==> config.mk <==
export PLATFORM = sky130hd
export DESIGN_NAME = dm_bus_bridge_flat
export DESIGN_NICKNAME = d
export VERILOG_FILES = /design/src/rtl/dm_bus_bridge_pkg.sv /design/src/rtl/dm_bus_bridge_if.sv /design/src/rtl/dm_req_latch.sv /design/src/rtl/dm_bus_bridge.sv /design/src/flat_wrapper.sv
export SDC_FILE = /design/constraint.sdc
export NUM_CORES = 1
export LEC_CHECK = 0
export ABC_CLOCK_PERIOD_IN_PS = 3950
export CAP_MARGIN = 20
export CORE_ASPECT_RATIO = 1.4
export CORE_MARGIN = 5
export CORE_UTILIZATION = 34
export CTS_CLUSTER_DIAMETER = 100
export DETAILED_ROUTE_END_ITERATION = 8
export PLACE_DENSITY = 0.71
export SLEW_MARGIN = 10
export SYNTH_ARGS = -nofsm -noshare
export SYNTH_HDL_FRONTEND = slang
export SYNTH_SLANG_ARGS = --single-unit
==> constraint.sdc <==
create_clock -name inclk -period 3.95 [get_ports inclk]
set_input_delay 0.395 -clock inclk [delete_from_list [all_inputs] [get_ports inclk]]
set_output_delay 0.395 -clock inclk [all_outputs]
set_load 0.05 [all_outputs]
==> src/rtl/dm_bus_bridge_pkg.sv <==
// Shared types and constants for the CPU data-memory bus bridge.
package dm_bus_pkg;

    typedef enum logic [1:0] {
        IDLE = 2'd0,
        REQ  = 2'd1,
        RESP = 2'd2,
        DONE = 2'd3
    } dm_state_e;

    localparam logic [31:0] TIMEOUT_RDATA = 32'hDEAD_BEEF;
    localparam logic [1:0]  ALIGN_MASK    = 2'b11;

    // Legal access: chip select, exactly one of read/write, word aligned.
    function automatic logic is_legal(input logic cs, input logic rd, input logic wr,
                                      input logic [1:0] addr_lo);
        return cs && (rd ^ wr) && ((addr_lo & ALIGN_MASK) == 2'b00);
    endfunction

endpackage

==> src/rtl/dm_bus_bridge_if.sv <==
// CPU data-memory port plus downstream valid/ready bus, as seen by the bridge.
interface dm_bus_bridge_if #(
    parameter int unsigned ADDR_W = 32,
    parameter int unsigned DATA_W = 32
);
    logic              i_DM_CS;
    logic              i_DM_R;
    logic              i_DM_W;
    logic [ADDR_W-1:0] i_DM_addr;
    logic [DATA_W-1:0] i_DM_wdata;
    logic [DATA_W-1:0] o_DM_rdata;
    logic              o_stall;
    logic              o_err;
    logic              o_bus_valid;
    logic              i_bus_ready;
    logic              o_bus_we;
    logic [ADDR_W-1:0] o_bus_addr;
    logic [DATA_W-1:0] o_bus_wdata;
    logic              i_bus_rvalid;
    logic [DATA_W-1:0] i_bus_rdata;

    // Environment side: CPU strobes and bus responses.
    modport master (
        output i_DM_CS, i_DM_R, i_DM_W, i_DM_addr, i_DM_wdata,
        output i_bus_ready, i_bus_rvalid, i_bus_rdata,
        input  o_DM_rdata, o_stall, o_err,
        input  o_bus_valid, o_bus_we, o_bus_addr, o_bus_wdata
    );

    // Bridge side.
    modport slave (
        input  i_DM_CS, i_DM_R, i_DM_W, i_DM_addr, i_DM_wdata,
        input  i_bus_ready, i_bus_rvalid, i_bus_rdata,
        output o_DM_rdata, o_stall, o_err,
        output o_bus_valid, o_bus_we, o_bus_addr, o_bus_wdata
    );

endinterface

==> src/rtl/dm_req_latch.sv <==
// Request holding register: captures address, write data and direction on accept.
module dm_req_latch #(
    parameter int unsigned ADDR_W = 32,
    parameter int unsigned DATA_W = 32
) (
    input  logic              clk,
    input  logic              rst,
    input  logic              load,
    input  logic [ADDR_W-1:0] next_addr,
    input  logic [DATA_W-1:0] next_wdata,
    input  logic              next_we,
    output logic [ADDR_W-1:0] addr,
    output logic [DATA_W-1:0] wdata,
    output logic              we
);

    logic [ADDR_W-1:0] addr_q;
    logic [DATA_W-1:0] wdata_q;
    logic              we_q;

    always_ff @(posedge clk or posedge rst) begin
        if (rst) begin
            addr_q  <= '0;
            wdata_q <= '0;
            we_q    <= 1'b0;
        end else if (load) begin
            addr_q  <= next_addr;
            wdata_q <= next_wdata;
            we_q    <= next_we;
        end
    end

    assign addr  = addr_q;
    assign wdata = wdata_q;
    assign we    = we_q;

endmodule

==> src/rtl/dm_bus_bridge.sv <==
// Turns zero-latency CPU data-memory strobes into a valid/ready bus access and stalls the CPU.
// Define DM_BRIDGE_TIMEOUT_EN to abort bus waits after TIMEOUT_CYC cycles.
module dm_bus_bridge
    import dm_bus_pkg::*;
#(
    parameter int unsigned ADDR_W      = 32,
    parameter int unsigned DATA_W      = 32,
    parameter int unsigned TIMEOUT_CYC = 255
) (
    input logic            inclk,
    input logic            rst,
    dm_bus_bridge_if.slave bus
);

    if (DATA_W != 32) begin : g_bad_data_w
        $error("dm_bus_bridge: DATA_W must be 32");
    end
    if (TIMEOUT_CYC == 0) begin : g_bad_timeout
        $error("dm_bus_bridge: TIMEOUT_CYC must be non-zero");
    end

    dm_state_e         state_q, state_d;
    logic [DATA_W-1:0] rdata_q, rdata_d;
    logic              err_q, err_d;
    logic              access, legal, illegal, timeout;
    logic [ADDR_W-1:0] req_addr;
    logic [DATA_W-1:0] req_wdata;
    logic              req_we;

    // Strobes only count in IDLE and never while reset is held.
    assign access  = bus.i_DM_CS && !rst && (state_q == IDLE);
    assign legal   = access && is_legal(bus.i_DM_CS, bus.i_DM_R, bus.i_DM_W, bus.i_DM_addr[1:0]);
    assign illegal = access && !legal;

    dm_req_latch #(
        .ADDR_W (ADDR_W),
        .DATA_W (DATA_W)
    ) u_req_latch (
        .clk        (inclk),
        .rst        (rst),
        .load       (legal),
        .next_addr  (bus.i_DM_addr),
        .next_wdata (bus.i_DM_wdata),
        .next_we    (bus.i_DM_W),
        .addr       (req_addr),
        .wdata      (req_wdata),
        .we         (req_we)
    );

`ifdef DM_BRIDGE_TIMEOUT_EN
    localparam int unsigned CNT_W = $clog2(TIMEOUT_CYC + 1);
    logic [CNT_W-1:0] cnt_q, cnt_d;

    assign timeout = (cnt_q == CNT_W'(TIMEOUT_CYC - 1));

    // Counts cycles spent in the current wait state; any state change restarts it.
    always_comb begin
        cnt_d = '0;
        if ((state_d == state_q) && ((state_q == REQ) || (state_q == RESP))) begin
            cnt_d = cnt_q + 1'b1;
        end
    end

    always_ff @(posedge inclk or posedge rst) begin
        if (rst) begin
            cnt_q <= '0;
        end else begin
            cnt_q <= cnt_d;
        end
    end
`else
    assign timeout = 1'b0;
`endif

    always_ff @(posedge inclk or posedge rst) begin
        if (rst) begin
            state_q <= IDLE;
            rdata_q <= '0;
            err_q   <= 1'b0;
        end else begin
            state_q <= state_d;
            rdata_q <= rdata_d;
            err_q   <= err_d;
        end
    end

    always_comb begin
        state_d = state_q;
        rdata_d = rdata_q;
        err_d   = 1'b0;
        unique case (state_q)
            IDLE: begin
                if (legal) begin
                    state_d = REQ;
                end else if (illegal) begin
                    err_d   = 1'b1;
                    rdata_d = '0;
                end
            end
            REQ: begin
                if (bus.i_bus_ready) begin
                    state_d = req_we ? DONE : RESP;
                end else if (timeout) begin
                    state_d = DONE;
                    err_d   = 1'b1;
                    rdata_d = DATA_W'(TIMEOUT_RDATA);
                end
            end
            RESP: begin
                if (bus.i_bus_rvalid) begin
                    state_d = DONE;
                    rdata_d = bus.i_bus_rdata;
                end else if (timeout) begin
                    state_d = DONE;
                    err_d   = 1'b1;
                    rdata_d = DATA_W'(TIMEOUT_RDATA);
                end
            end
            DONE: state_d = IDLE;
            default: state_d = IDLE;
        endcase
    end

    always_comb begin
        bus.o_bus_valid = (state_q == REQ);
        bus.o_stall     = legal || (state_q == REQ) || (state_q == RESP);
        bus.o_err       = err_q;
        bus.o_DM_rdata  = illegal ? '0 : rdata_q;
        bus.o_bus_we    = req_we;
        bus.o_bus_addr  = req_addr;
        bus.o_bus_wdata = req_wdata;
    end

endmodule

==> src/flat_wrapper.sv <==
// flat-port wrapper written by rule: the top's interface ports become plain ports
module dm_bus_bridge_flat import dm_bus_pkg::*;
#(
    parameter int unsigned ADDR_W      = 32,
    parameter int unsigned DATA_W      = 32,
    parameter int unsigned TIMEOUT_CYC = 255
)
  (inclk, rst, bus_i_DM_CS, bus_i_DM_R, bus_i_DM_W, bus_i_DM_addr, bus_i_DM_wdata, bus_i_bus_ready, bus_i_bus_rvalid, bus_i_bus_rdata, bus_o_DM_rdata, bus_o_stall, bus_o_err, bus_o_bus_valid, bus_o_bus_we, bus_o_bus_addr, bus_o_bus_wdata);
  dm_bus_bridge_if #(.ADDR_W(ADDR_W), .DATA_W(DATA_W)) bus_i ();
  input logic inclk;
  input logic rst;
  input wire logic [$bits(bus_i.i_DM_CS)-1:0] bus_i_DM_CS;
  input wire logic [$bits(bus_i.i_DM_R)-1:0] bus_i_DM_R;
  input wire logic [$bits(bus_i.i_DM_W)-1:0] bus_i_DM_W;
  input wire logic [$bits(bus_i.i_DM_addr)-1:0] bus_i_DM_addr;
  input wire logic [$bits(bus_i.i_DM_wdata)-1:0] bus_i_DM_wdata;
  input wire logic [$bits(bus_i.i_bus_ready)-1:0] bus_i_bus_ready;
  input wire logic [$bits(bus_i.i_bus_rvalid)-1:0] bus_i_bus_rvalid;
  input wire logic [$bits(bus_i.i_bus_rdata)-1:0] bus_i_bus_rdata;
  output wire logic [$bits(bus_i.o_DM_rdata)-1:0] bus_o_DM_rdata;
  output wire logic [$bits(bus_i.o_stall)-1:0] bus_o_stall;
  output wire logic [$bits(bus_i.o_err)-1:0] bus_o_err;
  output wire logic [$bits(bus_i.o_bus_valid)-1:0] bus_o_bus_valid;
  output wire logic [$bits(bus_i.o_bus_we)-1:0] bus_o_bus_we;
  output wire logic [$bits(bus_i.o_bus_addr)-1:0] bus_o_bus_addr;
  output wire logic [$bits(bus_i.o_bus_wdata)-1:0] bus_o_bus_wdata;
  assign bus_i.i_DM_CS = bus_i_DM_CS;
  assign bus_i.i_DM_R = bus_i_DM_R;
  assign bus_i.i_DM_W = bus_i_DM_W;
  assign bus_i.i_DM_addr = bus_i_DM_addr;
  assign bus_i.i_DM_wdata = bus_i_DM_wdata;
  assign bus_i.i_bus_ready = bus_i_bus_ready;
  assign bus_i.i_bus_rvalid = bus_i_bus_rvalid;
  assign bus_i.i_bus_rdata = bus_i_bus_rdata;
  assign bus_o_DM_rdata = bus_i.o_DM_rdata;
  assign bus_o_stall = bus_i.o_stall;
  assign bus_o_err = bus_i.o_err;
  assign bus_o_bus_valid = bus_i.o_bus_valid;
  assign bus_o_bus_we = bus_i.o_bus_we;
  assign bus_o_bus_addr = bus_i.o_bus_addr;
  assign bus_o_bus_wdata = bus_i.o_bus_wdata;
  dm_bus_bridge #(.ADDR_W(ADDR_W), .DATA_W(DATA_W), .TIMEOUT_CYC(TIMEOUT_CYC)) u_core (.inclk(inclk), .rst(rst), .bus(bus_i));
endmodule
Yosys cells after proc, flatten, opt, wreduce, memory -nomap -nowiden:

Cells that the tools add are included.

* register bits: 100
* input port bits: 103

* bitwise logic cells: 1
* multiplexer cells: 12
* reduce and logical (&&, ||, !) cells: 15
* eq/ne operators: 7

Operator list (number)
* 32-bit 2-to-1 mux: 3
* 32-bit case mux with 2 select lines: 1
* 2-bit case mux with 4 select lines: 1
* 1-bit logical AND: 6
* 2-bit 2-to-1 mux: 3
* 2-bit inequality test, second input constant: 3
* 3-bit AND reduction: 2
* 2-bit == test, second input constant: 2
* 2-bit logical NOT: 2
* 1-bit 2-to-1 mux: 4
* 2-bit by 1-bit == test with 1-bit output, second input constant: 1
* 1-bit logical NOT: 2
* 1-bit logical OR: 2
* 2-bit by 1-bit inequality test with 1-bit output, second input constant: 1
* 2-bit nonzero test: 1
* 1-bit bitwise XOR: 1

Depth between registers and ports, before layout:

Gate-level depths: netlist (run 1).

* word-level depth: 9
* mapped depth: 8
* gate-level depth less buffers: 6

Modules after synthesis:

A second synthesis (run 1) with hierarchy kept.

* cell total of the unflattened synthesis: 346
* area, all modules: 4526.8 µm²

By module, submodules not included
* dm_req_latch: sequential area each 1626.6 µm², area each 2622.5 µm², instances 1, cells each 138
* dm_bus_bridge: sequential area each 875.8 µm², area each 1904.3 µm², instances 1, cells each 208

Worst setup path before layout (run 1):

Ideal clock, no wire load.

* kind: input port to flip-flop
* from: input rst
* to: register u_core.state_q[1]
* stages: 4
* required time: 3.825 ns
* data arrival time: 3.334 ns
* library setup time: 0.125 ns
* setup slack: 0.491 ns
* cells stage by stage: inv_1 > nand4_1 > a221o_1 > mux2_2

* longest elaborated chain between the ends: 6

RTL lines
* start: declaration: line flat_wrapper.sv:11 `input logic rst;`
* 1-bit logical NOT (no line)
* 1-bit logical AND (2 in series): line dm_bus_bridge.sv:31 `assign access = bus.i_DM_CS && !rst && (state_q == IDLE);`
* 1-bit logical AND: line dm_bus_bridge.sv:32 `assign legal = access && is_legal(bus.i_DM_CS, bus.i_DM_R, bus.i_DM_W, bus.i_DM_addr[1:0]);`
* 2-bit by 1-bit inequality test with 1-bit output (no line)
* 3-bit AND reduction (no line)
* end signal: assignment: line dm_bus_bridge.sv:81 `state_q <= state_d;`
* end: declaration: line dm_bus_bridge.sv:22 `dm_state_e state_q, state_d;`

Every way passes these cells.
A chain may end at the register's enable or synchronous reset.

Final worst setup path (run 1):

* from: register u_core.state_q[0]
* to: output bus_o_DM_rdata[12]

* longest elaborated chain between the ends: 6

RTL lines
* 2-bit logical NOT *: line dm_bus_bridge.sv:31
* 1-bit logical AND *: line dm_bus_bridge.sv:31
* 1-bit logical AND: line dm_bus_bridge.sv:32
* 1-bit logical NOT: line dm_bus_bridge.sv:33 `assign illegal = access && !legal;`
* 1-bit logical AND *: line dm_bus_bridge.sv:33
* 32-bit 2-to-1 mux *
* end: declaration: line flat_wrapper.sv:20 `output wire logic [$bits(bus_i.o_DM_rdata)-1:0] bus_o_DM_rdata;`

Mark *: on every way between the ends. The rest lies on a longest branch, timed or not.

==> results.py, run 1 <==
metrics = {
    "clock_network": {
        "clockBufferDepth": 2,
        "htreeDepth": 3,
        "cts.sinks": 100,
        "cts_hold_buf": 0,
        "clkSlewWorstSetupHoldPaths_ns": 0.06,
        "insertion_delay_ns": 0.33,
        "cts_inserted_buffers": 9,
        "clockRootBuffer": "clkbuf_16",
        "cts_resized": 0,
        "cts_tree": "done",
        "post-cts-setup-buffers": 0,
    },
    "synthesis": {
        "yosysWarnings": 0,
        "ys_ff_latch": 100,
        "synth_cells": 312,
        "synth_seq_area_share": 0.583,
        "netlist_area_sq_mm": 0.00429,
        "synth_nets": 419,
        "synth_cell_types": 27,
        "synth_area_per_cell_sq_um": 13.8,
    },
    "layout": {
        "layout_common_cells": "clkdlybuf4s50_1 (202), dfrtp_1 (100), mux2_2 (63), a22o_1 (60), nor2b_1 (35)",
        "stdcell_area_sq_mm": 0.00679,
        "area_growth_pct": 58.2,
        "final_common_cell": "clkdlybuf4s50_1",
        "instances_no_fill": 663,
        "utilization": 0.549,
        "fin_nets": 616,
        "drive_gt1_frac": 0.175,
        "insertedDiodeCount": 0,
    },
    "timing": {
        "maxSlewHeadroom": 0.376,
        "fin_crit_sh": 0.816,
        "slew_violations": 0,
        "finalCriticalPeriod_ns": 3.22,
        "layout_setup_ws_ns": 0.728,
        "rsz0062_at_grt": "false",
        "setup_viol": 0,
        "fin_skew_ns": 0.00728,
        "tns_ns": 0,
        "tightest_slew_ns": 0.936,
        "hold_viol": 0,
        "fmax_ghz": 0.310,
    },
    "route": {
        "first_pass_iters": 4,
        "drt-initial-drc-count": 69,
        "wl_per_cell_um": 18.0,
        "drc": 0,
        "post_drt_via_cell_ratio": 4.95,
        "dr_total_vias": 3283,
        "drt-total-wl_um": 11900,
        "ant_nets": 0,
    },
    "setup_path": {
        "startpoint_type": "flop",
        "critPathMaxFanout": 33,
        "end_kind": "output port",
        "arrival_ns": 2.83,
        "cp.required_ns": 3.56,
        "crit_type": "reg -> out",
    },
    "worst_hold_path": {
        "hold_path.class": "in -> async",
    },
    "grt": {
        "grt_max_degree": 74,
        "grt_pass1_vias": 3583,
        "grt_pass1_wl_um": 18900,
        "grt_use_total": 0.157,
        "grt.overflow.total": 0,
        "antenna_found_initial": 0,
    },
    "placement": {
        "place.gp.congestion": 0.738,
        "place_area_sq_mm": 0.00645,
        "post-place-ws_ns": 0.458,
        "dp_hpwl_um": 8720,
        "dp_cells": 647,
        "numPortBuffers": 202,
    },
    "floorplan": {
        "initial_core_util": 0.347,
        "die_w_um": 105,
        "io_pins": 203,
        "coreArea_sq_mm": 0.0124,
        "fp.dieH_um": 143,
        "dieArea_sq_mm": 0.0150,
        "rows": 48,
    },
    "outcome": {
        "outcome": "finished, final reports clean",
    },
    "pwr": {
        "p_leak_nw": 3.08,
        "powerDensity_mw_per_mm2": 881,
        "peakVddDrop_v": 0.000510,
    },
    "flow_run": {
        "drv_cap": 0,
    },
}
-- sequential cells by signal (all words and copies together), names as in the netlist --
signal,cells
u_core.state_q,2
u_core.u_req_latch.wdata,32
u_core.bus.o_err,1
u_core.u_req_latch.we,1
u_core.u_req_latch.addr,32
u_core.rdata_q,32
-- metal layers --
| metal | routed length [um] | track usage | up-vias |
|---|---|---|---|
| met2 | 6210 | 0.275 | 122 |
| li1 | - | - | 1527 |
| met4 | 212 | 0.0559 | 0 |
| met1 | 4600 | 0.175 | 1620 |
| met5 | 0 | 0 | - |
| met3 | 920 | 0.0583 | 14 |
-- report_power, final --
group	switching (mW)	internal, mW	leakage, nW
Clock	0.379	0.528	0.153
Sequential	0.240	1.44	1.32
Combinational	2.12	1.28	1.61
Total	2.73	3.25	3.08
-- stage by stage --
stage / power (mW) / hold WS (ns)
floorplan: 3.94 / 0.462
global placement: 5.06 / 0.473
detailed placement: 5.12 / 0.491
CTS: 6.06 / 0.417
global route: 6.27 / 0.434
finish: 5.99 / 0.414
-- synth_stat cells, drive strengths merged --
cell,instances,area (sq um)
dfrtp,100,2500
mux2,64,721
a22o,60,526
nor2b,35,219
clkbuf,12,45.0
buf,11,68.8
inv,5,18.8
ha,4,50.1
a31oi,3,18.8
and2,3,18.8
nand3,2,15.0
nor2,2,7.51
o2bb2ai,2,17.5
a211oi,1,7.51
a221o,1,10.0
and3,1,6.26
and3b,1,8.76
mux2i,1,10.0
nand2,1,3.75
nand4,1,6.26
o21ai,1,5.00
xor2,1,8.76
-- critical path: stages, from the launching register on --
cell and delay (ns):
dfrtp_1 0.40, inv_1 0.15, ha_1 0.18, and3b_1 0.28
and2_2 0.59, nor2b_1 0.14, clkdlybuf4s50_1 0.74
-- cells by family (layout without fill, tap and decap cells) --
family | Yosys count | count (layout) | share of synthesized area
multiplexers | 65 | 65 | 0.170
flip-flops | 100 | 100 | 0.583
XOR/XNOR | 1 | 1 | 0.00204
AO/OA/AOI/OAI | 68 | 68 | 0.136
adder cells (fa/ha/maj) | 4 | 4 | 0.0117
AND/OR/NAND/NOR | 46 | 46 | 0.0664
buffers and inverters | 28 | 229 | 0.0309
-- worst paths after layout --
path	end	start	slack, ns	cells after the start
hold reg to reg	u_core.u_req_latch.addr[1]	u_core.u_req_latch.addr[1]	0.50	1
setup reg to reg	u_core.rdata_q[15]	u_core.state_q[0]	1.50	8
hold / removal	u_core.state_q[0]	rst	0.41	2
setup / recovery	bus_o_DM_rdata[12]	u_core.state_q[0]	0.73	6
max in group asynchronous	u_core.u_req_latch.addr[20]	rst	2.28	3
min in group inclk	u_core.u_req_latch.addr[1]	u_core.u_req_latch.addr[1]	0.50	1
-- area by class of cell --
type	count	area, sq um
clock buffers	11	253
well taps	150	188
flip-flops and latches	100	2500
fillers	1073	5580
repair buffers	209	2090
clock inverters	4	56.3
multi-input cells	184	1680
inverters	5	21.3
Power figures use the tool's default switching activity.
==> run 2, diff against run 1 <==
--- a/config.mk
+++ b/config.mk
@@ -5,7 +5,7 @@
 export SDC_FILE = /design/constraint.sdc
 export NUM_CORES = 1
 export LEC_CHECK = 0
-export ABC_CLOCK_PERIOD_IN_PS = 3950
+export ABC_CLOCK_PERIOD_IN_PS = 3200
 export CAP_MARGIN = 20
 export CORE_ASPECT_RATIO = 1.4
 export CORE_MARGIN = 5
==> constraint.sdc (replaced) <==
create_clock -name inclk -period 3.2 [get_ports inclk]
set_input_delay 0.32 -clock inclk [delete_from_list [all_inputs] [get_ports inclk]]
set_output_delay 0.32 -clock inclk [all_outputs]
set_load 0.05 [all_outputs]
==> run 2 against run 1 <==
Clock power grew 28%. Core utilization up 2.8 points. First-iteration DRC count increased by 7.2%. Global-route usage rose by 0.41 points. Via count grew 1.7%. Count of clock-buffer cells in the layout unchanged. Clock skew is essentially flat. Sequential power increased by 24%. Worst hold slack improved by 0.081 ns. Critical path depth grew 1. Design area increased by 5.1%. Largest cell class unchanged.
==> results.py, run 2 (synthesis results as in run 1) <==
metrics = {
    "outcome": {
        "outcome": "finished, final reports clean",
    },
    "layout": {
        "area_growth_pct": 66.3,
        "instances_no_fill": 666,
        "drive_gt1_frac": 0.238,
        "fin_nets": 618,
        "final_common_cell": "clkdlybuf4s50_1",
        "insertedDiodeCount": 0,
        "layout_common_cells": "clkdlybuf4s50_1 (169), dfrtp_1 (100), mux2_2 (63), a22o_1 (60), nor2b_1 (35)",
    },
    "pwr": {
        "seq_power_share": 0.264,
        "powerDensity_mw_per_mm2": 1100,
        "peakVddDrop_v": 0.000530,
        "switching_power_mw": 3.48,
        "power.share.combinational": 0.589,
        "intPower_mw": 4.41,
        "switching_share": 0.441,
        "clock_power_share": 0.146,
        "p_leak_nw": 3.25,
    },
    "timing": {
        "hold_viol": 0,
        "tightest_slew_ns": 0.860,
        "maxSlewHeadroom": 0.426,
        "tns_ns": 0,
        "finalCriticalPeriod_ns": 2.75,
        "slew_violations": 0,
        "fin_crit_sh": 0.860,
        "fmax_ghz": 0.363,
        "setup_viol": 0,
        "fin_skew_ns": 0.00756,
        "rsz0062_at_grt": "false",
        "whs_ns": 0.496,
    },
    "route": {
        "wl_per_cell_um": 18.0,
        "post_drt_via_cell_ratio": 5.02,
        "drc": 0,
        "drt-initial-drc-count": 74,
        "first_pass_iters": 4,
        "drt-total-wl_um": 12000,
        "dr_total_vias": 3340,
        "ant_nets": 0,
    },
    "clock_network": {
        "clockBufferDepth": 2,
        "cts_resized": 0,
        "htreeDepth": 3,
        "clockRootBuffer": "clkbuf_16",
        "insertion_delay_ns": 0.33,
        "cts_hold_buf": 0,
        "post-cts-setup-buffers": 0,
        "clkSlewWorstSetupHoldPaths_ns": 0.07,
        "cts_tree": "done",
        "cts.sinks": 100,
        "cts_inserted_buffers": 9,
    },
    "floorplan": {
        "initial_core_util": 0.347,
        "die_w_um": 105,
        "dieArea_sq_mm": 0.0150,
        "rows": 48,
        "fp.dieH_um": 143,
        "io_pins": 203,
        "coreArea_sq_mm": 0.0124,
    },
    "setup_path": {
        "arrival_ns": 2.43,
        "end_kind": "output port",
        "cp.required_ns": 2.88,
        "crit_type": "reg -> out",
        "critPathMaxFanout": 68,
        "startpoint_type": "flop",
    },
    "grt": {
        "grt_use_total": 0.161,
        "grt.overflow.total": 0,
        "grt_max_degree": 69,
        "grt_pass1_vias": 3741,
        "grt_pass1_wl_um": 19500,
        "antenna_found_initial": 0,
    },
    "placement": {
        "numPortBuffers": 202,
        "dp_hpwl_um": 8980,
        "dp_cells": 649,
        "place.gp.congestion": 0.778,
    },
    "worst_hold_path": {
        "hold_path.class": "reg -> reg",
    },
    "flow_run": {
        "drv_cap": 0,
    },
}
## run 2: per-stage QoR
stage | setup WS [ns] | utilization | cell area (sq um) | power, mW
detailed placement | 0.375 | 0.550 | 6810 | 6.78
CTS | 0.175 | 0.576 | 7130 | 7.97
floorplan | 0.478 | - | 4300 | 4.86
global route | 0.230 | 0.577 | 7140 | 8.27
finish | 0.449 | 0.577 | 7140 | 7.89
global placement | 0.387 | 0.549 | 6790 | 6.67
## run 2: cell type report
cell class / instances / area, sq um
timing repair buffer: 211 / 2430
tap: 150 / 188
sequential: 100 / 2500
fill: 1000 / 5230
clock inverter: 5 / 85.1
inverter: 5 / 22.5
clock buffer: 11 / 233
multi-input combinational: 184 / 1680
## run 2: critical path: stages, from the launching register on
cell,delay (ns)
dfrtp_1,0.36
inv_1,0.10
ha_1,0.23
and3b_1,0.24
nand3_4,0.09
buf_4,0.64
nand2_1,0.21
buf_12,0.22
## run 2: metal layers
layer / routed length (um) / track usage / vias to the layer above / part of all wire
met2: 6170 / 0.276 / 143 / 0.51
met3: 1070 / 0.0665 / 14 / 0.089
met1: 4550 / 0.187 / 1659 / 0.38
met4: 194 / 0.0424 / 0 / 0.016
li1: - / - / 1524 / -
met5: 0 / 0 / - / 0
## run 2: worst paths after layout
kind	start	end	slack [ns]	depth (start not counted)
max in group asynchronous	rst	u_core.u_req_latch.wdata[17]	2.10	3
hold / removal	u_core.u_req_latch.addr[0]	u_core.u_req_latch.addr[0]	0.50	1
min in group asynchronous	rst	u_core.rdata_q[31]	0.59	3
setup / recovery	u_core.state_q[0]	bus_o_stall	0.45	7
setup reg to reg	u_core.state_q[0]	u_core.u_req_latch.addr[5]	0.92	6
hold reg to reg	u_core.u_req_latch.addr[0]	u_core.u_req_latch.addr[0]	0.50	1
## run 2: power by group through the flow
stage          Combinational [mW]  Clock [mW]  Sequential [mW]
4_1_cts                      4.69        1.20             2.09
3_3_place_gp                 4.60           0             2.07
3_5_place_dp                 4.67           0             2.10
2_1_floorplan                1.58           0             3.28
6_report                     4.65        1.16             2.08
5_1_grt                      4.86        1.25             2.16
